==> config.mk <==
export PLATFORM = sky130hd
export DESIGN_NAME = step_pulse_gen
export DESIGN_NICKNAME = d
export VERILOG_FILES = /design/src/rtl/step_pulse_gen.sv
export SDC_FILE = /design/constraint.sdc
export NUM_CORES = 1
export LEC_CHECK = 0
export ABC_AREA = 1
export ABC_CLOCK_PERIOD_IN_PS = 2100
export CELL_PAD_IN_SITES_DETAIL_PLACEMENT = 0
export CELL_PAD_IN_SITES_GLOBAL_PLACEMENT = 2
export CORE_ASPECT_RATIO = 1.5
export CORE_MARGIN = 2
export CORE_UTILIZATION = 31
export DETAILED_ROUTE_END_ITERATION = 12
export MAX_ROUTING_LAYER = met4
export PLACE_DENSITY = 0.76
export SLEW_MARGIN = 15
export SYNTH_ARGS = -nofsm -noshare
export SYNTH_HDL_FRONTEND = slang
export SYNTH_SLANG_ARGS = --single-unit
==> constraint.sdc <==
create_clock -name clockStep -period 2.1 [get_ports clockStep]
set_clock_uncertainty 0.1 [all_clocks]
set_input_delay 0.42 -clock clockStep [delete_from_list [all_inputs] [get_ports clockStep]]
set_output_delay 0.42 -clock clockStep [all_outputs]
set_load 0.005 [all_outputs]
==> src/rtl/step_pulse_gen.sv <==
// step_pulse_gen: conditions a raw push-button into fixed-width step pulses
// for the step counter's clock input, with optional auto-repeat while held.
//
// Ports:
//   clockStep      - system clock, all logic on the rising edge
//   resetStep      - synchronous active-low reset
//   buttonStep     - raw asynchronous button, active-high
//   repeatEnStep   - auto-repeat enable, sampled at the end of each pulse
//   stepPulse      - registered step pulse, PULSE_WIDTH cycles high
//   busyStep       - registered, high whenever the FSM is not idle
//   pulseTotalStep - running count of emitted pulses, wraps at 256
module step_pulse_gen #(
   parameter int unsigned DEBOUNCE_CYCLES = 16,
   parameter int unsigned PULSE_WIDTH     = 2,
   parameter int unsigned HOLD_DELAY      = 64,
   parameter int unsigned REPEAT_PERIOD   = 16,
   parameter int unsigned TIMER_W         = 8
) (
   input  logic       clockStep,
   input  logic       resetStep,
   input  logic       buttonStep,
   input  logic       repeatEnStep,
   output logic       stepPulse,
   output logic       busyStep,
   output logic [7:0] pulseTotalStep
);

   localparam logic [TIMER_W-1:0] T_ONE     = TIMER_W'(1);
   localparam logic [TIMER_W-1:0] DEB_LAST  = TIMER_W'(DEBOUNCE_CYCLES - 1);
   localparam logic [TIMER_W-1:0] PW_LAST   = TIMER_W'(PULSE_WIDTH);
   localparam logic [TIMER_W-1:0] HOLD_LAST = TIMER_W'(HOLD_DELAY - 1);
   localparam logic [TIMER_W-1:0] REP_LAST  = TIMER_W'(REPEAT_PERIOD - 1);

   typedef enum logic [2:0] {
      S_IDLE,
      S_DEB_PRESS,
      S_PULSE,
      S_HOLD,
      S_WAIT_REL,
      S_DEB_REL
   } state_e;

   state_e               state_q;
   logic                 sync1_q;
   logic                 sync2_q;
   logic [TIMER_W-1:0]   timer_q;
   logic                 repeat_q;   // last pulse was a repeat pulse
   logic                 pulse_q;
   logic                 busy_q;
   logic [7:0]           total_q;
   logic                 btn_s;
   logic [TIMER_W-1:0]   hold_last;

   assign btn_s     = sync2_q;
   // First gap of a press is the long hold delay, later gaps the repeat period.
   assign hold_last = repeat_q ? REP_LAST : HOLD_LAST;

   assign stepPulse      = pulse_q;
   assign busyStep       = busy_q;
   assign pulseTotalStep = total_q;

   // Synchroniser, debounce/repeat FSM and registered outputs.
   always_ff @(posedge clockStep) begin
      if (!resetStep) begin
         state_q  <= S_IDLE;
         sync1_q  <= 1'b0;
         sync2_q  <= 1'b0;
         timer_q  <= '0;
         repeat_q <= 1'b0;
         pulse_q  <= 1'b0;
         busy_q   <= 1'b0;
         total_q  <= 8'd0;
      end else begin
         sync1_q <= buttonStep;
         sync2_q <= sync1_q;
         busy_q  <= 1'b1;   // overridden on every transition into IDLE
         case (state_q)
            S_IDLE: begin
               if (btn_s) begin
                  state_q <= S_DEB_PRESS;
                  timer_q <= T_ONE;
               end else begin
                  timer_q <= '0;
                  busy_q  <= 1'b0;
               end
            end
            S_DEB_PRESS: begin
               if (!btn_s) begin
                  state_q <= S_IDLE;
                  timer_q <= '0;
                  busy_q  <= 1'b0;
               end else if (timer_q >= DEB_LAST) begin
                  state_q  <= S_PULSE;
                  timer_q  <= T_ONE;
                  pulse_q  <= 1'b1;
                  total_q  <= total_q + 8'd1;
                  repeat_q <= 1'b0;
               end else begin
                  timer_q <= timer_q + T_ONE;
               end
            end
            S_PULSE: begin
               // Button is ignored until the pulse completes its full width.
               if (timer_q >= PW_LAST) begin
                  pulse_q <= 1'b0;
                  timer_q <= '0;
                  if (!btn_s)            state_q <= S_DEB_REL;
                  else if (repeatEnStep) state_q <= S_HOLD;
                  else                   state_q <= S_WAIT_REL;
               end else begin
                  timer_q <= timer_q + T_ONE;
               end
            end
            S_HOLD: begin
               if (!btn_s) begin
                  state_q <= S_DEB_REL;
                  timer_q <= T_ONE;
               end else if (timer_q >= hold_last) begin
                  state_q  <= S_PULSE;
                  timer_q  <= T_ONE;
                  pulse_q  <= 1'b1;
                  total_q  <= total_q + 8'd1;
                  repeat_q <= 1'b1;
               end else begin
                  timer_q <= timer_q + T_ONE;
               end
            end
            S_WAIT_REL: begin
               if (!btn_s) begin
                  state_q <= S_DEB_REL;
                  timer_q <= T_ONE;
               end
            end
            S_DEB_REL: begin
               // Timer counts consecutive low samples; any high sample restarts it.
               if (btn_s) begin
                  timer_q <= '0;
               end else if (timer_q >= DEB_LAST) begin
                  state_q <= S_IDLE;
                  timer_q <= '0;
                  busy_q  <= 1'b0;
               end else begin
                  timer_q <= timer_q + T_ONE;
               end
            end
            default: begin
               state_q <= S_IDLE;
               timer_q <= '0;
               pulse_q <= 1'b0;
               busy_q  <= 1'b0;
            end
         endcase
      end
   end

endmodule

==> impl_results.md <==
- Top Metal Used: met4
- Max-cap violations: 0
- I/O Buffers: 13
- Reg2Reg Depth: 10
- Commonest cells after routing, fill and taps aside: 49 x nand2_1, 40 x nor2_1, 24 x dfxtp_1, 19 x inv_1, 13 x clkdlybuf4s50_1
- H-tree depth: 1
- Worst R2R End: pulseTotalStep[3]$_SDFFE_PN0P_
- Sequential share of the synthesized area: 0.3374
- Post-DR vias/cell: 4.989
- Final Cycle Share: 0.8905
- Netlist cell types: 29
- Critical path class: reg -> reg
- WHS Endpoint: btn_s$_SDFF_PN0_
- RSZ-0062 raised after global routing: no
- Resize count post-CTS: 0
- Leading cell type in the layout, fill and taps excluded: nand2_1
- Minimum clock period: about 1.9 ns
- Layout cells sized above 1: 0.1327
- Clock transition at path regs: roughly 0.090 ns
- GRT Util Overall: 0.1566
- Startpoint Class: flip-flop
- GRT Residual Overflow: 0
- Status: completed
- CP Buf/Inv Count: 1
- Final slew viol count: 0
- Post-Synthesis Cells: ~210
- Final HPWL DP: around 2800 um
- Initial DRT Pass Iterations: 4
- CP max-delay cell: dfxtp_1
- Synth warnings: 0
- Post-synth net total: 218
- Most used cell, CP: nand2_1
- Die area: between 5000 and 6000 um2
- Antenna violations before repair: 0
- Syn_area_per_cell: approximately 7 um2
- CTS Buf Count: 3
- First-pass GRT wire length: about 6000 um
- Final Hold Fails: 0
- Longest Clk Path Bufs: 2
- Critical hold path startpoint: sync1_q$_SDFF_PN0_
- Hold_buf cts: 0
- Largest net degree at the start of global routing: 14
- Fillers: about 490
- Critical Path End Type: flip-flop
- Starting Density: 0.3188
- N_diodes: 0
- Routed vias: 1,367
- R2R Path Start: timer_q[5]$_SDFFE_PN0N_
- CP max FO: 10
- Die height: around 87 um
- Worst reg2reg setup slack: about 0.23 ns
- Critical Path RT: roughly 2.2 ns
- CTS tree: yes
- Drt total wl: about 3600 um
- Post-Syn Area: about 1400 um2
- Hold-critical path depth: 2
- Core area: between 4000 and 5000 um2
- Fin nets: about 240
- Slew @ Worst Pin: 0.5669 ns
- 1st-iter DRT viols: 69
- DR WL/cell: between 10 and 15 um
- Routed length on met1: ~1600 um
- Final setup viols: 0
- Residual DRC: 0
- Final ANT Viol Nets: 0
- Clk sinks: 24
- Synthesized flop and latch total: 24
- Met2 Wirelength: 1872 um
- FMAX: approximately 0.53 GHz
- VDD IR max: 0.0005296 V
- Worst skew pair latency: 0.27 ns
- # IOs: 14
- Die width: just under 60 um
- Hold Crit Class: reg -> reg
- Root Driver: clkbuf_8
- Power per cell area: between 700 and 800 nW/um2
- TNS Setup: 0 ns
- GP Congestion: a little over 0.9
- Worst-path cell chain: ha_1 -> nand2_1 -> nand2_1 -> nor2_1 -> nand3_1 -> nand4_4 -> inv_4 -> nand2_1 -> nand2_1 -> nor2_1
- Row Count: 30
- Worst slew margin: 0.6217
- WL met3: ~80 um
- Max stage delay on crit path: between 0.4 and 0.5 ns
- Family with the most delay on the worst path: simple AND/OR/NAND/NOR gates
- Post-layout util: 0.3751
- P_leak: a little under 0.8 nW
- Setup Buffers After CTS: 0
- Vias in the first global route: around 1.3k
- Final hold slack: ~0.33 ns
- Area grow syn2layout: 17.66%
- CP arrival: 1.99 ns
-- state kept, by name, indices dropped and copies added (netlist names) --
| signal | cells |
|---|---|
| btn_s | 1 |
| pulseTotalStep | 8 |
| state_q | 3 |
| sync1_q | 1 |
| busyStep | 1 |
| timer_q | 8 |
| stepPulse | 1 |
| repeat_q | 1 |
-- power by group --
group / internal (mW) / switching (mW)
clock: 0.168 / 0.153
combinational: 0.135 / 0.229
sequential: 0.489 / 0.0568
total: 0.792 / 0.439
-- cell families (layout without fill, tap and decap cells) --
family                     Yosys count  count (layout)  share of synthesized area
and+or+nand+nor                    119             119                     0.3822
DFF                                 24              24                     0.3374
adders and majority gates            5               5                    0.04394
AOI/OAI and AO/OA                   26              26                     0.1133
buffers and inverters               27              44                    0.07381
xor gates and xnor gates             8               8                    0.04921
-- tightest hold or removal path, cell delays in order (launching register included) --
cell	delay [ns]
dfxtp_1	0.31
nand2_1	0.05
inv_1	0.03
-- per-layer routing --
layer | global-route usage | up-vias
met5 | - | -
met4 | 0.07025 | 0
met3 | 0.01932 | 10
met2 | 0.2647 | 23
met1 | 0.1799 | 634
li1 | - | 700
-- area by class of cell --
class / instances / area (um2) / share of cell area
Timing Repair Buffer: 15 / 145.1 / 0.08663
Multi-Input combinational cell: 158 / 838.3 / 0.5004
Sequential cell: 24 / 480.5 / 0.2868
Inverter: 25 / 96.34 / 0.05751
Clock buffer: 4 / 55.05 / 0.03286
Tap cell: 48 / 60.06 / 0.03585
-- how the worst max path moves through the flow --
stage               slack [ns]                              to                    start  cells past startpoint
detailed placement        0.23  pulseTotalStep[3]$_SDFFE_PN0P_  timer_q[5]$_SDFFE_PN0N_                     10
floorplan                 0.49  pulseTotalStep[0]$_SDFFE_PN0P_  timer_q[0]$_SDFFE_PN0N_                      8
global placement          0.26  pulseTotalStep[3]$_SDFFE_PN0P_  timer_q[1]$_SDFFE_PN0N_                     10
finish                    0.23  pulseTotalStep[3]$_SDFFE_PN0P_  timer_q[5]$_SDFFE_PN0N_                     10
global route              0.09         state_q[2]$_SDFFE_PN0P_  timer_q[0]$_SDFFE_PN0N_                     11
CTS                       0.21  pulseTotalStep[3]$_SDFFE_PN0P_  timer_q[5]$_SDFFE_PN0N_                     10
-- cell usage after synthesis --
master	number	area share
nand4_4	1	0.015
dfxtp_1	24	0.34
nand2_4	1	0.0079
inv_1	19	0.050
a21oi_1	9	0.032
ha_1	5	0.044
a31oi_1	1	0.0044
o21bai_1	2	0.011
nand2_1	49	0.13
inv_2	5	0.013
inv_4	1	0.0044
a21oi_2	5	0.031
nor3_1	3	0.011
xor2_1	5	0.031
nor2_1	40	0.11
nand2_2	8	0.035
xnor2_1	3	0.018
o211ai_1	2	0.011
o21ai_1	1	0.0035
nand3b_1	1	0.0053
o21ai_0	5	0.018
nand3_1	11	0.039
buf_2	1	0.0035
o22ai_1	1	0.0044
nor2_2	1	0.0044
nor2_4	1	0.0079
nor2_8	1	0.014
clkbuf_1	1	0.0026
nand4_1	2	0.0088
-- stage by stage --
step	setup slack, ns	total power, mW	instances	area [um2]
2_1_floorplan	0.4886	0.8116	209	1424
3_3_place_gp	0.2635	0.9191	270	1620
3_5_place_dp	0.2330	0.9172	270	1620
4_1_cts	0.2127	1.244	274	1675
5_1_grt	0.09023	1.315	274	1675
6_report	0.2299	1.231	274	1675
Note: power is estimated with default switching activity, not from simulation.
==> edit: new RTL, config.mk and constraints unchanged <==
Set the parameter `TIMER_W` to 12 (it was 8).
--- a/src/rtl/step_pulse_gen.sv
+++ b/src/rtl/step_pulse_gen.sv
@@ -14,7 +14,7 @@
    parameter int unsigned PULSE_WIDTH     = 2,
    parameter int unsigned HOLD_DELAY      = 64,
    parameter int unsigned REPEAT_PERIOD   = 16,
-   parameter int unsigned TIMER_W         = 8
+   parameter int unsigned TIMER_W         = 12
 ) (
    input  logic       clockStep,
    input  logic       resetStep,
Formal check against the unedited RTL: same outputs for any inputs over 10 cycles, from zero or initial values and one cycle with resetStep low; that may be too few to reach the edited logic, so the function may still have changed.
==> edit against the original RTL <==
Count of clock-buffer cells in the layout is 1 lower. Wire length grew 18%. Sequential cell count rose by 4. Power rose by 40%. Setup slack gained 0.013 ns. Area after synthesis grew 16%. Via count grew 19%. Design area up 17%. Critical path type unchanged. Largest power group unchanged.
==> edit: results (changes against the original RTL) <==
Status = completed
Worst vdd ir = 284 uV (-46%)
P_leak = 0.852 nW (+7.8%)
CTS buffer count = 3 (unchanged)
Post-synthesis sequential area ratio = 34.0% (+0.22 points)
Share of flip-flops with an asynchronous set or reset = 0% (unchanged)
Worst-skew pair later-pin latency = 0.28 ns
DRT Pass-1 Iters = 4 (unchanged)
Hold Path Class = flop to flop
H-tree Lvls = 1 (unchanged)
Initial antenna violation count = 0 (unchanged)
CP peak stage delay = 0.46 ns (+0.03 ns)
Clock Tree Buf Depth = 2 (unchanged)
IO buf count = 13 (unchanged)
CP max FO = 8 (-2)
Cell with the largest stage delay on the worst path = dfxtp_1
DR vias/cell = 4.77 (-4.3%)
N_diodes = 0 (unchanged)
Clock slew at reported path FFs = 0.10 ns
Data arrival, critical path = 1.97 ns (-0.02 ns)
First-pass GRT wire length = 7530 um (+25%)
Pin count of the biggest net entering global routing = 23 (+9)
Number of global-route vias before repair = 1638 (+23%)
# Post-CTS Setup Buffers = 0 (unchanged)
Share of cells above drive strength 1 = 9.85% (-3.4 points)
GR Util All Layers = 16.2% (+0.58 points)
DRC = 0 (unchanged)
Wire per inst = 12.5 um (-5.6%)
Synth warn = 0 (unchanged)
Largest register FFs = 12
Top reg by flops = timer_q
Hpwl dp = 3250 um (+14%)
Nets@finish = 284 (+20%)
Netlist cell types = 23 (-21%)
Top post-synthesis cells by count = nand2_1, nor2_1, nand3_1
Root buf cell = clkbuf_8
Synth top area cells = dfxtp_1, nand2_1, nand3_1
Area of placed instances = 1890 um^2 (+17%)
Final Cell Area = 1960 um^2 (+17%)
# fillers = 596 (+23%)
# resized after CTS = 0 (unchanged)
Dpl ws = 0.243 ns (+0.0102 ns)
RePlAce Congestion = 0.799 (-13%)
Worst-margin pin slew = 0.598 ns (+0.0307 ns)
Syn_nets = 265 (+22%)
CP delay by family, top = simple AND/OR/NAND/NOR gates
Iteration-0 DRC Markers = 96 (+39%)
## edit: cell types whose count changed in the layout (fill, tap and decap cells not counted), moves of 5 or more
| cell | delta |
|---|---|
| nand2_2 | -5 |
| a21oi_2 | -5 |
| nor3_1 | +6 |
| buf_4 | +5 |
| a21oi_1 | +11 |
| nand2_1 | +13 |
| nand3_1 | +20 |
## edit: path summary, 6_finish.rpt
path,slack [ns],end,cells past startpoint,start
max,0.24,pulseTotalStep[2],10,timer_q[5]
min,0.32,btn_s,2,sync1_q
max reg2reg,0.24,pulseTotalStep[2],10,timer_q[5]
min reg2reg,0.32,btn_s,2,sync1_q
## edit: cell type report
cell class	instances	area share [%]
flip-flops and latches	28	28.6
well taps	68	4.34
inverters	27	5.17
repair buffers	20	9.32
multi-input cells	195	48.9
clock buffers	3	2.11
clock inverters	1	1.53
## edit: cells by family (layout without fill, tap and decap cells)
| family | Yosys count | after routing | synth area share (%) |
|---|---|---|---|
| compound gates | 26 | 26 | 8.19 |
| xor+xnor | 7 | 7 | 3.72 |
| fa+ha+maj | 5 | 5 | 3.79 |
| buf+inv | 33 | 51 | 7.89 |
| flops | 28 | 28 | 34.0 |
| simple gates | 157 | 157 | 42.5 |
## edit: report_power, final
| part | internal, W | leakage, nW | switching (W) |
|---|---|---|---|
| logic | 0.000237 | 0.590 | 0.000402 |
| clock network | 0.000255 | 0.0357 | 0.000183 |
| registers | 0.000580 | 0.227 | 0.0000647 |
| total | 0.00107 | 0.852 | 0.000650 |
## edit: worst reg2reg max path, delay by kind of cell, from the launching register on
family                   cells  cell delay (ns)
AND/OR/NAND/NOR              8             0.81
flip-flops                   1             0.46
adder cells (fa/ha/maj)      1             0.28
AO/OA/AOI/OAI                1             0.13
## edit: layer usage
| metal | track usage [%] | up-vias | part of all wire (%) | wire, um |
|---|---|---|---|---|
| li1 | - | 866 | - | - |
| met1 | 18.3 | 742 | 43 | 1840 |
| met2 | 29.4 | 19 | 53 | 2260 |
| met3 | 1.44 | 6 | 2.0 | 84 |
| met4 | 6.34 | 0 | 2.1 | 89 |
| met5 | - | - | 0 | 0 |
## edit: per-stage QoR
stage,hold slack [ns],std cells
global route,0.344,342
finish,0.324,342
global placement,0.294,338
CTS,0.324,342
detailed placement,0.300,338
floorplan,0.290,256
